===== src/rtl/serializator_param_if.sv =====
// rtl/serializator_param_if.sv - parallel word in / serial bit out bundle for serializator_param
interface serializator_param_if #(
    parameter int DATA_W = 16,
    localparam int MOD_W = $clog2(DATA_W)
);
    logic [DATA_W-1:0] data_i;
    logic [MOD_W-1:0]  data_mod_i;
    logic              data_val_i;
    logic              lsb_first_i;
    logic              ser_data_o;
    logic              ser_data_val_o;
    logic              ser_last_o;
    logic              busy_o;
    logic              drop_o;

    // word source / serial sink side
    modport master (
        output data_i, data_mod_i, data_val_i, lsb_first_i,
        input  ser_data_o, ser_data_val_o, ser_last_o, busy_o, drop_o
    );

    // serializer side
    modport slave (
        input  data_i, data_mod_i, data_val_i, lsb_first_i,
        output ser_data_o, ser_data_val_o, ser_last_o, busy_o, drop_o
    );
endinterface


===== src/rtl/serializator_param.sv =====
// rtl/serializator_param.sv - variable-length parallel-to-serial converter with one-word pending buffer
module serializator_param #(
    parameter int DATA_W  = 16,
    parameter int MIN_LEN = 3,
    localparam int MOD_W  = $clog2(DATA_W)
) (
    input  logic               clk_i,
    input  logic               arst_i,
    serializator_param_if.slave bus
);
    localparam int CW = MOD_W + 1;

    typedef enum logic {IDLE, SHIFT} state_t;

    state_t            state;
    logic [DATA_W-1:0] sh_data;
    logic              sh_lsb;
    logic [CW-1:0]     cnt;       // bits still to emit, including the current one
    logic [DATA_W-1:0] buf_data;
    logic              buf_lsb;
    logic [CW-1:0]     buf_len;
    logic              buf_full;
    logic              drop_q;

    logic [CW-1:0]     in_len;
    logic              take;
    logic              legal;
    logic              accept;
    logic              last_bit;

    // frame length: a zero length field stands for a full word
    assign in_len   = (bus.data_mod_i == '0) ? CW'(DATA_W) : {1'b0, bus.data_mod_i};
    assign take     = bus.data_val_i & ~buf_full;
    assign legal    = (in_len >= CW'(MIN_LEN));
    assign accept   = take & legal;
    assign last_bit = (state == SHIFT) && (cnt == CW'(1));

    // shifter, pending buffer and frame FSM
    always_ff @(posedge clk_i or posedge arst_i) begin
        if (arst_i) begin
            state    <= IDLE;
            sh_data  <= '0;
            sh_lsb   <= 1'b0;
            cnt      <= '0;
            buf_data <= '0;
            buf_lsb  <= 1'b0;
            buf_len  <= '0;
            buf_full <= 1'b0;
            drop_q   <= 1'b0;
        end else begin
            drop_q <= take & ~legal;
            case (state)
                IDLE: begin
                    if (accept) begin
                        sh_data <= bus.data_i;
                        sh_lsb  <= bus.lsb_first_i;
                        cnt     <= in_len;
                        state   <= SHIFT;
                    end
                end
                SHIFT: begin
                    if (last_bit) begin
                        // buffer has priority; it can only be full when no new word is taken
                        if (buf_full) begin
                            sh_data  <= buf_data;
                            sh_lsb   <= buf_lsb;
                            cnt      <= buf_len;
                            buf_full <= 1'b0;
                        end else if (accept) begin
                            sh_data <= bus.data_i;
                            sh_lsb  <= bus.lsb_first_i;
                            cnt     <= in_len;
                        end else begin
                            sh_data <= '0;
                            cnt     <= '0;
                            state   <= IDLE;
                        end
                    end else begin
                        sh_data <= sh_lsb ? (sh_data >> 1) : (sh_data << 1);
                        cnt     <= cnt - CW'(1);
                        if (accept) begin
                            buf_data <= bus.data_i;
                            buf_lsb  <= bus.lsb_first_i;
                            buf_len  <= in_len;
                            buf_full <= 1'b1;
                        end
                    end
                end
                default: state <= IDLE;
            endcase
        end
    end

    // outputs come straight from registers; the current bit sits at the shifter's exit end
    assign bus.ser_data_val_o = (state == SHIFT);
    assign bus.ser_data_o     = (state == SHIFT) & (sh_lsb ? sh_data[0] : sh_data[DATA_W-1]);
    assign bus.ser_last_o     = last_bit;
    assign bus.busy_o         = buf_full;
    assign bus.drop_o         = drop_q;
endmodule


===== src/flat_wrapper.sv =====
// flat-port wrapper written by rule: the top's interface ports become plain ports
module serializator_param_flat 
#(
    parameter int DATA_W  = 16,
    parameter int MIN_LEN = 3,
    localparam int MOD_W  = $clog2(DATA_W)
)
  (clk_i, arst_i, bus_data_i, bus_data_mod_i, bus_data_val_i, bus_lsb_first_i, bus_ser_data_o, bus_ser_data_val_o, bus_ser_last_o, bus_busy_o, bus_drop_o);
  serializator_param_if #(.DATA_W(DATA_W)) bus_i ();
  input  logic clk_i;
  input  logic arst_i;
  input wire logic [$bits(bus_i.data_i)-1:0] bus_data_i;
  input wire logic [$bits(bus_i.data_mod_i)-1:0] bus_data_mod_i;
  input wire logic [$bits(bus_i.data_val_i)-1:0] bus_data_val_i;
  input wire logic [$bits(bus_i.lsb_first_i)-1:0] bus_lsb_first_i;
  output wire logic [$bits(bus_i.ser_data_o)-1:0] bus_ser_data_o;
  output wire logic [$bits(bus_i.ser_data_val_o)-1:0] bus_ser_data_val_o;
  output wire logic [$bits(bus_i.ser_last_o)-1:0] bus_ser_last_o;
  output wire logic [$bits(bus_i.busy_o)-1:0] bus_busy_o;
  output wire logic [$bits(bus_i.drop_o)-1:0] bus_drop_o;
  assign bus_i.data_i = bus_data_i;
  assign bus_i.data_mod_i = bus_data_mod_i;
  assign bus_i.data_val_i = bus_data_val_i;
  assign bus_i.lsb_first_i = bus_lsb_first_i;
  assign bus_ser_data_o = bus_i.ser_data_o;
  assign bus_ser_data_val_o = bus_i.ser_data_val_o;
  assign bus_ser_last_o = bus_i.ser_last_o;
  assign bus_busy_o = bus_i.busy_o;
  assign bus_drop_o = bus_i.drop_o;
  serializator_param #(.DATA_W(DATA_W), .MIN_LEN(MIN_LEN)) u_core (.clk_i(clk_i), .arst_i(arst_i), .bus(bus_i));
endmodule

===== config.mk =====
export PLATFORM = sky130hd
export DESIGN_NAME = serializator_param_flat
export DESIGN_NICKNAME = d
export VERILOG_FILES = /design/src/rtl/serializator_param_if.sv /design/src/rtl/serializator_param.sv /design/src/flat_wrapper.sv
export SDC_FILE = /design/constraint.sdc
export NUM_CORES = 1
export LEC_CHECK = 0
export CORE_ASPECT_RATIO = 1.2
export CORE_MARGIN = 5
export CORE_UTILIZATION = 25
export DETAILED_ROUTE_END_ITERATION = 16
export PLACE_DENSITY = 0.53
export SLEW_MARGIN = 20
export SYNTH_ARGS = -nofsm -noshare
export SYNTH_HDL_FRONTEND = slang
export SYNTH_SLANG_ARGS = --single-unit

===== constraint.sdc =====
create_clock -name clk_i -period 3.19 [get_ports clk_i]
set_input_delay 0.7975 -clock clk_i [delete_from_list [all_inputs] [get_ports clk_i]]
set_output_delay 0.7975 -clock clk_i [all_outputs]
set_load 0.03 [all_outputs]

Word level (Yosys, flattened, before mapping)
Index checks and enable logic that the tools add are counted.
{ "totals": {"register_bits": 47, "inputBits": 24, "out_inout_bits": 5, "wordCells": 50} }
{ "op_classes": {"n_addsub": 1, "magnitude_cmp": 1, "n_eq_ne": 3, "mux": 23, "bitwise_logic": 8, "n_reduce_logical": 5} }
{ "ops": {"columns": ["operator", "n"], "rows": [
  ["$mux W16", 5],
  ["$pmux W16 S2", 1],
  ["$mux W5", 5],
  ["$pmux W5 S2", 1],
  ["$mux W1", 9],
  ["$eq A5 B1 Y1 const B", 1],
  ["$ge A5 B2 Y1 const B", 1],
  ["$sub A5 B1 Y5 const B", 1],
  ["$and A1 B1 Y1", 4],
  ["$logic_not A4 Y1", 1],
  ["$not A1 Y1", 4],
  ["$pmux W1 S2", 2],
  ["$reduce_and A3 Y1", 1],
  ["$ne A2 B1 Y1 const B", 1],
  ["$ne A2 B2 Y1 const B", 1],
  ["$reduce_and A2 Y1", 1],
  ["$reduce_bool A2 Y1", 1],
  ["$logic_and A1 B1 Y1", 1]
]} }

Logic depth before layout (Yosys ltp)
Gate-level depths: netlist (run 1).
{ "depth": {"word_depth": 8, "ltp_mapped": 8} }

Worst setup path after synthesis (run 1)
Ideal clock, no wire load.
{ "synth_path": {"path_kind": "reg2out", "from": "register u_core.sh_lsb", "to": "output bus_ser_data_o", "arrival_ns": 1.521, "path_slack_ns": 0.871, "stages_incl_launch_ff": 5, "path_cell_list": "dfrtp_1 buf_2 buf_1 mux2i_1 nor2b_1"} }
{ "synth_between": {"elab_chain_cells": 2} }
{ "synth_rtl": {"columns": ["element", "line", "source"], "rows": [
  ["start, declared", "serializator_param.sv:17", "logic sh_lsb;"],
  ["start signal, assigned", "serializator_param.sv:56", "sh_lsb <= bus.lsb_first_i;"],
  ["start signal, assigned", "serializator_param.sv:66", "sh_lsb <= buf_lsb;"],
  ["start signal, assigned", "serializator_param.sv:71", "sh_lsb <= bus.lsb_first_i;"],
  ["$mux W1", "serializator_param.sv:96", "assign bus.ser_data_o = (state == SHIFT) & (sh_lsb ? sh_data[0] : sh_data[DATA_W-1]);"],
  ["$and A1 B1 Y1", "serializator_param.sv:96", null],
  ["end, declared", "flat_wrapper.sv:16", "output wire logic [$bits(bus_i.ser_data_o)-1:0] bus_ser_data_o;"]
]} }
Every way passes these cells.

Final worst setup path (run 1)
{ "layout_path": {"from": "register u_core.cnt[1]", "to": "output bus_ser_last_o"} }
{ "layout_between": {"elab_chain_cells": 2} }
{ "layout_rtl": {"columns": ["element", "line", "source"], "rows": [
  ["start, declared", "serializator_param.sv:18", "logic [CW-1:0] cnt;"],
  ["start signal, assigned", "serializator_param.sv:57", "cnt <= in_len;"],
  ["start signal, assigned", "serializator_param.sv:67", "cnt <= buf_len;"],
  ["start signal, assigned", "serializator_param.sv:72", "cnt <= in_len;"],
  ["$eq A5 B1 Y1", "serializator_param.sv:36", "assign last_bit = (state == SHIFT) && (cnt == CW'(1));"],
  ["$logic_and A1 B1 Y1", "serializator_param.sv:36", null],
  ["end, declared", "flat_wrapper.sv:18", "output wire logic [$bits(bus_i.ser_last_o)-1:0] bus_ser_last_o;"]
]} }
Every way passes these cells.

==> run metrics, run 1 <==
status=complete, no violations; Vias per Instance=4.99; Combinational Power Share=42.7%; final-stage net count=321; count of warnings emitted by yosys=0; hold slack final=0.485 ns; Worst-path clk slew=0.07 ns; Clk Latency, worst-skew pair=0.29 ns; I/O Pins=29; Hold Path Depth=1; worst path cell trace=inv_1, ha_1, and3_1, clkdlybuf4s50_1; H-tree Lvls=2; Psw=0.00106 W; CP Capture Type=primary output; overall via count from detail_route=2134; hpwl dp=4780 um; Worst R2R Start=u_core.cnt[1]; crit path time final=2.75 ns; Main synth FF type=dfrtp_1; Power Dens Cells=852 mW/mm^2; setup TNS=0 ns; Leakage=1.36 nW; Critical Path Start Type=flop; register area share after synthesis=42.8%; CTS resizes=0; Die Height=125 um; Crit Path Max Fanout=5; Tightest Pin Transition=0.604 ns; final instance area=0.00337 sq mm; Crit Path Category=reg2out; die outline width=106 um; register area=0.00118 sq mm; hold endpoint=u_core.buf_data[5]; initial core utilization=25.2%; Detail Route Antenna Nets=0; sw frac=37.0%; Final GP Congestion=0.742; DP Cell Count=420; part of the power in registers=36.4%; DP Area=0.00320 sq mm; Global Route Usage Sum=10.9%; Cell Area, Synth=0.00275 sq mm; Final Hold Viols=0; Final Cycle Share=86.1%; Layout fillers=1125; Avg Cell Area, Syn=10.2 sq um; vias in the first global route=2145; CTS tree=built; largest net degree at the start of global routing=32; slew margin rel.=59.3%; Syn Nets=295; aggregate global routing overflow=0; share of cells above drive strength 1=11.8%; P_int=0.00181 W; register-to-register setup slack=0.96 ns; first-pass GRT wire length=11600 um; Max Cap Viol=0; Critical Path Source=u_core.cnt[1]; clock sink count=47; maximum VDD drop=273 uV; Post-synth EDFFs=0; Crit path arrival time=1.95 ns; Clock power frac=20.8%; total CTS buffers=5; drc violations=0; RSZ-0062 raised after global routing=false; worst r2r path cells=6; Slew Limit Fails=0; Cell Rows=42; library cells used by synthesis=49; post-synthesis register bit count=47; Top delay family on crit path=buffers and inverters; drt total wl=7010 um; DR iter-0 viols=53; initial antenna violation count=0; number of I/O port buffers=28; Setup Fix Bufs, Post-CTS=0; Hold Startpoint=u_core.buf_data[5]; Mapped Cells=269; setup violators final=0; CTS root buf=clkbuf_16; Clock Skew=0.0112 ns; Crit-path slowest cell=clkdlybuf4s50_1; cts-stage hold buffer count=0; r2r endpoint=u_core.buf_data[13]; DRT Pass-1 Iters=4; Avg WL per Cell=16.4 um; slowest stage delay, CP=0.69 ns; area grow syn2layout=22.8%; area of the multi-input gates=0.00143 sq mm; n_diodes=0; Final Util=31.0%; clk buf depth=2; WP data required=2.39 ns; Layout Cells excl Fill=428; WP buf/inv=2; CORE AREA=0.0109 sq mm; ys async rst share=100%; Max Freq=364 MHz; Hold Path Class=reg2reg; die area=0.0132 sq mm
how the worst max path moves through the flow:
| stage | end | cells past startpoint |
|---|---|---|
| floorplan | bus_ser_data_o | 4 |
| global placement | u_core.buf_data[14] | 5 |
| detailed placement | u_core.buf_data[14] | 5 |
| CTS | bus_ser_last_o | 4 |
| global route | bus_ser_last_o | 4 |
| finish | bus_ser_last_o | 4 |
metal layers:
metal | wire length [um] | track usage (%) | up-vias
li1 | - | - | 1041
met1 | 3150 | 14.0 | 1044
met2 | 3530 | 18.8 | 47
met3 | 291 | 2.49 | 2
met4 | 30 | 1.91 | 0
met5 | 0 | 0 | -
synthesized netlist by cell type (4+ instances only):
cell / n / area [sq um]
buf_2: 6 / 30.0
mux2_1: 18 / 203
o21ai_0: 17 / 85.1
buf_6: 5 / 56.3
nand2_1: 18 / 67.6
nor2_1: 18 / 67.6
nor3_1: 4 / 20.0
mux2i_1: 28 / 280
o211ai_1: 13 / 97.6
dfrtp_1: 47 / 1180
mux2_2: 4 / 45.0
inv_1: 4 / 15.0
and3_1: 16 / 100
clkbuf_1: 12 / 45.0
a21oi_1: 5 / 25.0
flip-flops by register name (all words and copies together), names as in the netlist:
| register | count |
|---|---|
| u_core.buf_data | 16 |
| u_core.buf_len | 5 |
| u_core.buf_lsb | 1 |
| u_core.bus.busy_o | 1 |
| u_core.bus.drop_o | 1 |
| u_core.bus.ser_data_val_o | 1 |
| u_core.cnt | 5 |
| u_core.sh_data | 16 |
| u_core.sh_lsb | 1 |
power groups by stage:
stage,Sequential (W),Clock (W),Combinational (W)
6_report,0.00105,0.000599,0.00123
5_1_grt,0.00108,0.000643,0.00136
4_1_cts,0.00105,0.000618,0.00124
3_5_place_dp,0.00106,0,0.00123
3_3_place_gp,0.00105,0,0.00121
2_1_floorplan,0.00101,0,0.000932
layout make-up:
class	instances	area share, %
sequential	47	34.9
inverter	4	0.445
timing repair buffer	43	12.4
multi-input combinational	194	42.4
clock inverter	3	1.30
tap	132	4.90
clock buffer	5	3.71
cells by family (layout without fill, tap and decap cells):
logic type	Yosys count	after routing	share of synthesized area [%]
compound gates	59	59	15.0
xor+xnor	4	4	1.28
fa+ha+maj	2	2	0.911
buf+inv	28	55	5.47
flops	47	47	42.8
mux	50	50	19.2
simple gates	79	79	15.2
placed cells by master, fill, tap and decap left out, types with 2 or more instances in the layout:
cell and n:
nor2b_1 3, a311oi_1 2, o21ai_1 3, and2_1 2
o22ai_1 2, and3_1 16, xnor2_1 2, o211ai_1 13
buf_4 13, buf_12 2, a211oi_1 2, a31oi_1 2
a311o_1 2, nor3_1 4, dfrtp_1 47, nand3_1 2
nor3b_1 3, mux2_1 18, mux2_2 4, ha_1 2
clkdlybuf4s50_1 28, nor4_1 2, nand4_1 3, xor2_1 2
a221o_1 2, nand2_1 18, inv_1 3, mux2i_1 28
nor2_1 18, clkbuf_16 5, a21oi_1 4, o21ai_0 17
per-stage QoR:
| step | setup slack (ns) | total power [W] |
|---|---|---|
| global route | 0.377 | 0.00308 |
| global placement | 0.502 | 0.00226 |
| detailed placement | 0.498 | 0.00229 |
| finish | 0.443 | 0.00287 |
| CTS | 0.454 | 0.00290 |
| floorplan | 0.871 | 0.00194 |
Note: power is estimated with default switching activity, not from simulation.
==> inputs of run 2 (changes only) <==
- ABC_AREA: unset -> 1
==> run metrics, run 2 <==
total CTS buffers=5; share of the synthesized area in the top cell type=42.2%; CORE AREA=0.0110 sq mm; Slew Limit Fails=0; Leakage=1.55 nW; Hold Path Class=reg2reg; first-pass GRT wire length=12200 um; RSZ-0062 raised after global routing=false; Cell Area, Synth=0.00279 sq mm; CP Capture Type=primary output; hpwl dp=4930 um; Crit Path Category=reg2out; Final Hold Viols=0; CTS root buf=clkbuf_16; hold slack final=0.486 ns; Post-synth top cells=108 x nand2_1, 47 x dfrtp_1, 43 x nor2_1; setup TNS=0 ns; biggest regs=u_core.buf_data (16), u_core.sh_data (16); aggregate global routing overflow=0; area grow syn2layout=18.2%; post-synth top area cell=dfrtp_1; drc violations=0; Final Cycle Share=85.6%; drt total wl=7230 um; DP Cell Count=511; Crit-path slowest cell=dfrtp_1; DR iter-0 viols=111; Die Height=126 um; number of I/O port buffers=28; crit path time final=2.73 ns; maximum VDD drop=367 uV; overall via count from detail_route=2369; Global Route Usage Sum=11.3%; Main synth FF type=dfrtp_1; Crit Path Max Fanout=10; Synth area leaders=dfrtp_1 42%, nand2_1 15%, nor2_1 5.8%; Clock Skew=0.00502 ns; slew margin rel.=49.2%; Top delay family on crit path=simple AND/OR/NAND/NOR gates; ys async rst share=100%; final-stage net count=412; Max Cap Viol=0; initial core utilization=25.4%; Mapped Cells=360; Final GP Congestion=0.883; Worst-path clk slew=0.06 ns; Detail Route Antenna Nets=0; I/O Pins=29; Clk Latency, worst-skew pair=0.29 ns; post-synthesis register bit count=47; library cells used by synthesis=33; Avg Cell Area, Syn=7.75 sq um; die area=0.0134 sq mm; initial antenna violation count=0; register area share after synthesis=42.2%; WP data required=2.39 ns; clk buf depth=2; CTS tree=built; clock sink count=47; Cell Rows=42; Crit path arrival time=1.93 ns; count of warnings emitted by yosys=0; H-tree Lvls=2; Critical Path Start Type=flop; share of cells above drive strength 1=17.6%; cell with the most instances after synthesis=nand2_1; die outline width=106 um; Layout Cells excl Fill=519; setup violators final=0; DRT Pass-1 Iters=4; Vias per Instance=4.56; cts-stage hold buffer count=0; Power Dens Cells=852 mW/mm^2; vias in the first global route=2433; largest net degree at the start of global routing=48; Syn Nets=386; Setup Fix Bufs, Post-CTS=0; commonest non-fill, non-tap cell in the layout=nand2_1; worst path cell trace=inv_1, ha_1, inv_1, nor2_1, nand2_4, nor2_4, dlymetal6s2s_1; status=complete, no violations; n_diodes=0; Max Freq=366 MHz; WP buf/inv=3; Final Util=30.0%; slowest stage delay, CP=0.39 ns; Avg WL per Cell=13.9 um; commonest cells after routing, fill and taps aside=108 x nand2_1, 47 x dfrtp_1, 43 x nor2_1; Layout fillers=1155; Post-synth EDFFs=0; Tightest Pin Transition=0.761 ns; cell repeated most along the worst path=inv_1
[run 2: worst min-delay path, cell delays in order, from the launching register on]
cell,delay (ns)
dfrtp_1,0.35
nand2_2,0.06
o21ai_2,0.04
[run 2: cells by family (layout without fill, tap and decap cells)]
group / count (synthesis) / after routing / synth area share [%]
fa+ha+maj: 2 / 2 / 0.897
flops: 47 / 47 / 42.2
simple gates: 203 / 203 / 33.9
buf+inv: 37 / 64 / 7.85
compound gates: 71 / 71 / 15.2
[run 2: final timing paths]
kind,from,endpoint,slack [ns],cells past startpoint
worst max-delay path,u_core.cnt[1],bus_ser_last_o,0.46,7
worst min-delay path,u_core.buf_len[0],u_core.buf_len[0],0.49,2
worst max register to register,u_core.cnt[1],u_core.cnt[0],1.14,9
worst min register to register,u_core.buf_len[0],u_core.buf_len[0],0.49,2
max in group asynchronous,arst_i,u_core.cnt[2],1.77,3
min in group asynchronous,arst_i,u_core.buf_lsb,1.00,3
[run 2: repair_timing]
item / CTS / global route
gates resized for setup: 0 / 1
setup endpoints to repair: 0 / 1
hold endpoints to repair: 0 / 0
[run 2: where the power goes]
group / internal [W] / switching (W)
Combinational: 0.000479 / 0.000731
Clock: 0.000290 / 0.000230
Sequential: 0.000877 / 0.000201
[run 2: layer usage]
layer / part of all wire (%) / routed length, um / up-vias / GRT usage, %
li1: - / - / 1206 / -
met1: 46 / 3360 / 1105 / 14.9
met2: 48 / 3510 / 49 / 19.0
met3: 3.5 / 254 / 9 / 1.89
met4: 1.6 / 115 / 0 / 3.39
met5: 0 / 0 / - / 0
[run 2: area by class of cell]
type	count	area, sq um	share of cell area (%)
Multi-Input combinational cell	276	1400	42.3
Sequential cell	47	1180	35.7
Timing Repair Buffer	34	328	9.94
Tap cell	132	165	5.01
Clock buffer	6	129	3.91
Inverter	22	91.3	2.77
Clock inverter	2	12.5	0.380
[run 2: metrics by stage]
stage	cell area, sq um	worst slack [ns]	total power, W
6_report	3300	0.460	0.00281
5_1_grt	3300	0.367	0.00307
4_1_cts	3290	0.0500	0.00284
3_5_place_dp	3150	0.373	0.00231
3_3_place_gp	3150	0.372	0.00229
2_1_floorplan	2790	1.09	0.00202
==> patch: new RTL, settings of run 1 <==
`DATA_W` is set to 16 in 3 places; all go to 8.
--- a/src/rtl/serializator_param_if.sv
+++ b/src/rtl/serializator_param_if.sv
@@ -1,5 +1,5 @@
 // rtl/serializator_param_if.sv - parallel word in / serial bit out bundle for serializator_param
 interface serializator_param_if #(
-    parameter int DATA_W = 16,
+    parameter int DATA_W = 8,
     localparam int MOD_W = $clog2(DATA_W)
 );
--- a/src/rtl/serializator_param.sv
+++ b/src/rtl/serializator_param.sv
@@ -1,5 +1,5 @@
 // rtl/serializator_param.sv - variable-length parallel-to-serial converter with one-word pending buffer
 module serializator_param #(
-    parameter int DATA_W  = 16,
+    parameter int DATA_W  = 8,
     parameter int MIN_LEN = 3,
     localparam int MOD_W  = $clog2(DATA_W)
--- a/src/flat_wrapper.sv
+++ b/src/flat_wrapper.sv
@@ -2,5 +2,5 @@
 module serializator_param_flat 
 #(
-    parameter int DATA_W  = 16,
+    parameter int DATA_W  = 8,
     parameter int MIN_LEN = 3,
     localparam int MOD_W  = $clog2(DATA_W)
Ports: changed (resized bus_data_i and bus_data_mod_i); port bits go from 29 to 20. No check against the original RTL was run, so the function may have changed too.
==> patch against run 1 <==
Core utilization down 0.46 points. Power is 33% lower. Largest power group unchanged. Area after synthesis down 37%. Worst setup slack got worse by 0.18 ns. Final area down 38%. Clock skew down 0.0037 ns. Sequential cell count down 18. Hold slack worse by 0.0065 ns. Routed wire length fell by 39%. Global-route usage about the same. Largest cell class unchanged.
==> patch: results (changes against run 1) <==
- Reg clk slew, reported paths: 0.07 ns, about the same
- sequential cell area fraction in the yosys report: 41.8%, -1.0 points
- WL per Instance: 15.2 um, -7.2%
- count of instances resized after the clock tree is built: 0, unchanged
- number of DRC markers in iteration 0: 121, +130%
- launch instance of the worst min-delay path: u_core.buf_data[5]
- post-DR vias/cell: 4.97, -0.29%
- number of buffers inserted by post-CTS setup repair: 0, unchanged
- CP top delay family: buffers and inverters
- share of post-route cells with drive strength above 1: 10.3%, -1.6 points
- aggregate global-route resource usage: 10.9%, about the same
- met1 routing resource usage after global routing: 13.8%, -0.13 points
- routability-driven placement congestion ratio: 0.737, -0.69%
- category of the worst setup path launch point: flip-flop
- headroom to the max-slew limit: 59.8%, +0.41 points
- critical path fanouts, max: 4, -1
- run status: finished, final reports clean
- met3 track demand over resource: 2.44%, -0.047 points
- biggest registers after layout: u_core.buf_data x8, u_core.sh_data x8
- leakage dissipation: 0.892 nW, -35%
- pin count of the biggest net entering global routing: 30, -6.3%
- clk_lat worst skew: 0.28 ns
- wire length of the first global-routing pass: 7.45 mm, -36%
- kind of path behind the tightest hold check: flip-flop to flip-flop
- slowest cell delay on critical path: 0.67 ns, -0.02 ns
- first drt pass iteration count: 4, unchanged
- highest ir drop seen on vdd: 0.301 mV, +10%
- detailed placement HPWL: 2.95 mm, -38%
- count of warnings emitted by yosys: 0, unchanged
- placement-stage worst setup slack: 0.501 ns, +0.00372 ns
- count of buffers from port buffering: 19, -32%
- maximum buffer depth of the clock tree: 2, unchanged
- syn_area_per_cell: 9.85 um2, -3.4%
- number of hold-slack violations in the final timing report: 0, unchanged
- antenna violations before repair: 0, unchanged
- routed vias: 1402, -34%
- vias in the first global route: 1473, -31%
- most common library cells after synthesis: sky130_fd_sc_hd__dfrtp_1, sky130_fd_sc_hd__nand2_1, sky130_fd_sc_hd__a21oi_1, sky130_fd_sc_hd__mux2i_1, sky130_fd_sc_hd__o21ai_0
- leading cell types by total area after synthesis: sky130_fd_sc_hd__dfrtp_1, sky130_fd_sc_hd__mux2i_1, sky130_fd_sc_hd__mux2_1, sky130_fd_sc_hd__a21oi_1, sky130_fd_sc_hd__nand2_1
- number of distinct library cells after synthesis: 45, -8.2%
- Max Clock Skew: 0.00752 ns, -0.00368 ns
- post-placement cell count: 275, -35%
- reg-to-reg critical path startpoint: u_core.cnt[1]
- total cell area at the placement stage: 1990 um2, -38%
- Post-layout nets: 212, -34%
- global-route met2 utilization: 18.0%, -0.79 points
- net count of the mapped netlist: 193, -35%
- library cell used as clock root buffer: sky130_fd_sc_hd__clkbuf_8
[patch: changes by cell type after synthesis, moves of 4 or more]
cell / before / now
sky130_fd_sc_hd__a211o_1: 0 / 5
sky130_fd_sc_hd__o221ai_1: 0 / 5
sky130_fd_sc_hd__o211ai_1: 13 / 4
sky130_fd_sc_hd__a21oi_1: 5 / 13
sky130_fd_sc_hd__clkbuf_1: 12 / 5
sky130_fd_sc_hd__o21ai_0: 17 / 10
sky130_fd_sc_hd__nor2_1: 18 / 3
sky130_fd_sc_hd__mux2i_1: 28 / 13
sky130_fd_sc_hd__mux2_1: 18 / 7
sky130_fd_sc_hd__nand3_1: 2 / 8
sky130_fd_sc_hd__and3_1: 16 / 1
sky130_fd_sc_hd__dfrtp_1: 47 / 29
sky130_fd_sc_hd__inv_1: 4 / 9
sky130_fd_sc_hd__mux2_2: 4 / 0
[patch: path summary, 6_finish.rpt]
path	endpoint	slack [ns]	cells after the start
max in group asynchronous	u_core.buf_data[7]	2.00	3
min reg2reg	u_core.buf_data[5]	0.48	2
max reg2reg	u_core.buf_data[6]	0.79	6
max	bus_ser_last_o	0.26	6
min in group asynchronous	u_core.buf_len[0]	0.89	3
min	u_core.buf_data[5]	0.48	2
[patch: report_power, final]
group	leakage, nW	internal, mW	switching, mW
Combinational	0.496	0.438	0.466
Clock	0.0443	0.171	0.137
Sequential	0.352	0.548	0.160
Total	0.892	1.16	0.763
[patch: cell type report]
type / count / area [um2]
inverters: 10 / 37.5
repair buffers: 27 / 250
multi-input cells: 122 / 872
clock buffers: 7 / 86.3
well taps: 87 / 109
fillers: 738 / 4730
flip-flops and latches: 29 / 726
[patch: tightest hold or removal path: stages (launching register included)]
cell and delay [ns]:
sky130_fd_sc_hd__dfrtp_1 0.34, sky130_fd_sc_hd__nand2_1 0.04, sky130_fd_sc_hd__o21ai_0 0.06
[patch: kinds of logic (layout without fill, tap and decap cells)]
group           after synthesis  in the layout  share of synthesized area [%]
fa+ha+maj                     2              2                           1.44
flops                        29             29                           41.8
mux                          20             20                           12.0
buf+inv                      25             44                           7.86
xor+xnor                      1              1                          0.938
compound gates               57             57                           23.4
simple gates                 42             42                           12.4
[patch: metal layers]
layer,vias to the layer above,wire [um],part of all wire [%]
li1,687,-,-
met1,680,1940,45
met2,33,2140,50
met3,2,185,4.3
met4,0,19,0.44
met5,-,0,0
